## config.mk

```make
export PLATFORM = sky130hd
export DESIGN_NAME = fetch_unit
export DESIGN_NICKNAME = d
export VERILOG_FILES = /design/src/rtl/fetch_unit.sv
export SDC_FILE = /design/constraint.sdc
export NUM_CORES = 1
export LEC_CHECK = 0
export BUFFER_PORTS_ARGS = -buffer_cell sky130_fd_sc_hd__buf_2
export CORE_AREA = 2 2 131 133
export CTS_CLUSTER_DIAMETER = 120
export DETAILED_ROUTE_END_ITERATION = 12
export DIE_AREA = 0 0 133 135
export PLACE_DENSITY = 0.76
export SYNTH_ARGS = -nofsm -noshare
export SYNTH_HDL_FRONTEND = slang
export SYNTH_SLANG_ARGS = --single-unit
```

## constraint.sdc

```tcl
create_clock -name CLK -period 2.9 [get_ports CLK]
set_input_delay 0.29 -clock CLK [delete_from_list [all_inputs] [get_ports CLK]]
set_output_delay 0.29 -clock CLK [all_outputs]
set_load 0.01 [all_outputs]
```

## src/rtl/fetch_unit.sv

```systemverilog
// Instruction fetch stage: owns the PC, presents it to the MMU, and queues
// returned words (tagged with their PC) for decode; redirects flush the queue.
module fetch_unit #(
  parameter logic [31:0] RESET_PC = 32'h0000_0000,
  parameter int unsigned QDEPTH   = 2
) (
  input  logic        CLK,
  input  logic        RST,
  input  logic        EN,
  input  logic        HOLD,
  input  logic [31:0] MEM_DATA,
  input  logic        MEM_STALL,
  input  logic        REDIRECT,
  input  logic [31:0] REDIRECT_PC,
  output logic [31:0] PC,
  output logic        PC_CHANGED,
  output logic        IF_VALID,
  output logic [31:0] IF_INSTR,
  output logic [31:0] IF_PC,
  input  logic        IF_READY
);

  localparam int unsigned AW = $clog2(QDEPTH);
  localparam int unsigned CW = AW + 1;
  localparam logic [CW-1:0] FULL_CNT = CW'(QDEPTH);

  typedef enum logic [1:0] {S_RUN, S_WAIT, S_FULL} state_t;

  state_t        state_q, state_d;
  logic [31:0]   pc_q;
  logic          pc_changed_q;
  logic [31:0]   q_instr [QDEPTH];
  logic [31:0]   q_pc    [QDEPTH];
  logic [AW-1:0] rd_ptr, wr_ptr;
  logic [CW-1:0] count_q, count_d;
  logic          pop, push, redir;

  always_comb begin
    pop   = EN & (count_q != '0) & IF_READY;
    redir = EN & REDIRECT;
    push  = EN & ~HOLD & ~REDIRECT & ~MEM_STALL & ((count_q != FULL_CNT) | pop);

    count_d = count_q;
    if (redir)
      count_d = '0;
    else if (push && !pop)
      count_d = count_q + CW'(1);
    else if (pop && !push)
      count_d = count_q - CW'(1);

    // State is derived from the same conditions as the datapath, never the reverse.
    state_d = state_q;
    if (EN) begin
      if (REDIRECT)
        state_d = S_RUN;
      else if (MEM_STALL)
        state_d = S_WAIT;
      else if (count_d == FULL_CNT)
        state_d = S_FULL;
      else
        state_d = S_RUN;
    end
  end

  always_ff @(posedge CLK) begin
    if (RST) begin
      state_q      <= S_RUN;
      pc_q         <= RESET_PC;
      pc_changed_q <= 1'b1;
      count_q      <= '0;
      rd_ptr       <= '0;
      wr_ptr       <= '0;
      for (int unsigned i = 0; i < QDEPTH; i++) begin
        q_instr[i] <= '0;
        q_pc[i]    <= '0;
      end
    end else begin
      state_q <= state_d;
      count_q <= count_d;
      if (EN)
        pc_changed_q <= push | redir;
      if (redir) begin
        pc_q   <= REDIRECT_PC & 32'hFFFF_FFFC;
        rd_ptr <= '0;
        wr_ptr <= '0;
      end else begin
        if (push) begin
          q_instr[wr_ptr] <= MEM_DATA;
          q_pc[wr_ptr]    <= pc_q;
          wr_ptr          <= wr_ptr + AW'(1);
          pc_q            <= pc_q + 32'd4;
        end
        if (pop)
          rd_ptr <= rd_ptr + AW'(1);
      end
    end
  end

  assign PC         = pc_q;
  assign PC_CHANGED = pc_changed_q;
  assign IF_VALID   = (count_q != '0);
  assign IF_INSTR   = q_instr[rd_ptr];
  assign IF_PC      = q_pc[rd_ptr];

  a_full_state: assert property (@(posedge CLK) disable iff (RST)
    (state_q == S_FULL) |-> (count_q == FULL_CNT));

endmodule
```

==> impl_metrics.json <==
{
  "hp-class": "in -> reg",
  "tns_ns": 0,
  "cts_buffers": 17,
  "fin_nets": 817,
  "ys_seq_elements": 160,
  "synth.avg_cell_area_um2": 12.56,
  "top_layer": "met4",
  "critical_path_required_ns": 3.25,
  "grt_overflow_total": 0,
  "placed_cells": 945,
  "synth_top_area_share_pct": 50.78,
  "dr_total_vias": 5076,
  "clkTransAtPathRegs_ns": 0.07,
  "fin_crit_sh_pct": 76.27,
  "syn-instance-count": 584,
  "grt_max_degree": 63,
  "yosysSeqAreaShare_pct": 60.60,
  "dp_hpwl_um": 10820,
  "port_buffers": 162,
  "clk_path_buf_depth": 2,
  "final_layout_size_suffix_gt1_share_pct": 36.99,
  "final_max_slew_viol_count": 0,
  "cts_resized": 0,
  "post_drt_via_cell_ratio": 5.195,
  "synth_ff_type": "edfxtp_1",
  "diodes": 0,
  "num-fill-cells": 1369,
  "end_kind": "register",
  "wl_per_cell_um": 17.00,
  "wl_met2_um": 8241,
  "cts_root_buf": "clkbuf_16",
  "firstDrtPassIters": 5,
  "relSlewSlack_pct": 31.29,
  "grt_pass1_wl_um": 26040,
  "max_freq_mhz": 452.1,
  "track_usage_pct": 19.00,
  "fp.dieH_um": 135,
  "clock_skew_ns": 0.008918,
  "synth_area_leaders": "edfxtp_1 (51%), and2_1 (11%), dfxtp_1 (9.8%)",
  "start_kind": "register",
  "synthesis.area_um2": 7333,
  "ys_types": 49,
  "ir_worst_vdd_mv": 0.3984,
  "p_leak_nw": 3.706,
  "htreeDepth": 4,
  "tightest_slew_ns": 1.023,
  "hold_violations": 0,
  "crit_type": "reg -> reg",
  "yosys.area.top_type": "edfxtp_1",
  "synth_edf_count": 124,
  "yosys_warnings": 0,
  "cp_max_fo": 10,
  "worstPathArrival_ns": 2.56,
  "syn_to_final_growth_pct": 23.94,
  "cap_violations": 0,
  "drcViolationCount": 0,
  "wl_met1_um": 7220,
  "rows": 47,
  "cts.sinks": 160,
  "fin_crit_ns": 2.212,
  "wl_met3_um": 969,
  "core_um2": 16410,
  "cts_hold_buf": 0,
  "drtIter0Drc": 268,
  "routed_wirelength_um": 16610,
  "die_w_um": 133,
  "io_pins": 169,
  "cts_tree": "yes",
  "final_cells": 977,
  "finalSetupViolCount": 0,
  "grt_pass1_vias": 4824,
  "cts_setup_buffers": 0,
  "place.gp.congestion": 0.8074,
  "drtAntennaViolNets": 0,
  "power_density_nw_per_um2": 587.0,
  "async_reset_ff_share_pct": 0,
  "status": "finished clean",
  "antenna_found_initial": 0,
  "dieArea_um2": 17960,
  "initial_core_util_pct": 44.70,
  "clk_latency_ns": 0.42,
  "rsz0062_at_grt": "no"
}
==> cell type report <==
type,count,area [µm²],share of cell area (%)
repair buffers,176,991.0,10.90
clock inverters,15,192.7,2.120
multi-input cells,384,2738,30.12
flip-flops and latches,160,4448,48.94
clock buffers,17,425.4,4.681
well taps,220,275.3,3.029
inverters,5,18.77,0.2065
==> Yosys cell counts, drive strengths merged, types with 4 or more instances <==
cell type,instances
a211oi,20
a21oi,10
and2,124
buf,7
clkbuf,31
dfxtp,36
edfxtp,124
inv,5
mux2,62
nand2,18
nand3,14
nand4,18
nor2,37
nor3,8
nor4,9
or2,4
xnor2,6
xor2,17
==> worst max-delay path, cell delays in order (launching register included) <==
cell	delay [ns]
dfxtp_1	0.51
nand4_1	0.26
nor4_4	0.69
nand4_1	0.19
or3_1	0.33
a31oi_1	0.16
==> final timing paths <==
path | startpoint | cells past startpoint | slack (ns) | to
setup / recovery | PC[14]$_SDFFE_PP0P_ | 5 | 0.69 | PC[31]$_SDFFE_PP0P_
hold / removal | REDIRECT_PC[18] | 3 | 0.12 | PC[18]$_SDFFE_PP0P_
setup reg to reg | PC[14]$_SDFFE_PP0P_ | 5 | 0.69 | PC[31]$_SDFFE_PP0P_
hold reg to reg | PC_CHANGED$_SDFFE_PP1P_ | 2 | 0.48 | PC_CHANGED$_SDFFE_PP1P_
==> placed cells by master (no fill, tap or decap), types with 3 or more instances in the layout <==
cell type,instances
nor4_4,3
and2_1,124
and3_1,3
clkbuf_16,17
nand2_1,18
inv_1,4
conb_1,4
clkinvlp_4,4
xnor2_1,6
mux2_2,62
or3_1,3
xor2_1,17
nor2_1,37
nor3_1,7
buf_12,6
nor4_1,5
bufinv_16,4
a21oi_1,10
edfxtp_1,124
dfxtp_1,35
buf_4,8
or2_4,3
a211oi_1,19
clkinv_1,3
nand3_1,14
a31oi_1,3
buf_2,162
nand4_1,18
==> per-layer routing <==
layer | global-route usage, % | up-vias
met5 | 0 | -
met4 | 6.571 | 0
met3 | 4.354 | 18
met2 | 31.26 | 185
met1 | 24.89 | 2437
li1 | - | 2436
==> registers in the layout, indices dropped and copies added (netlist names), named ones only <==
name / flops
rd_ptr: 1
q_instr: 64
wr_ptr: 1
q_pc: 60
count_q: 2
PC_CHANGED: 1
PC: 30
==> through the flow <==
step | worst slack (ns) | hold slack [ns] | cell area, µm² | utilization, % | power, mW
floorplan | 0.1528 | 0.4404 | 7345 | - | 2.862
global placement | 0.5356 | 0.4594 | 8471 | 51.63 | 3.051
detailed placement | 0.4637 | 0.4557 | 8471 | 51.63 | 3.060
CTS | 0.6608 | 0.09382 | 9089 | 55.40 | 5.376
global route | 0.4745 | 0.1095 | 9089 | 55.40 | 5.503
finish | 0.6882 | 0.1157 | 9089 | 55.40 | 5.335
==> cells by family (layout without fill, tap and decap cells) <==
logic type               count (synthesis)  in the layout  synth area share [%]
AND/OR/NAND/NOR                        249            249                 19.96
flip-flops                             160            160                 60.60
multiplexers                            63             63                 9.657
AO/OA/AOI/OAI                           43             43                 4.078
buffers and inverters                   43            213                 2.559
XOR/XNOR                                23             23                 2.747
adder cells (fa/ha/maj)                  2              2                0.3412
other                                    1              4               0.05114
==> where the power goes <==
group / internal (mW) / total (mW) / switching, mW / leakage [nW]
sequential: 2.55 / 2.63 / 0.0730 / 1.59
clock: 1.43 / 2.33 / 0.893 / 0.288
combinational: 0.172 / 0.381 / 0.209 / 1.82
total: 4.16 / 5.34 / 1.17 / 3.71
No activity file was read; power rests on OpenSTA's default activity.
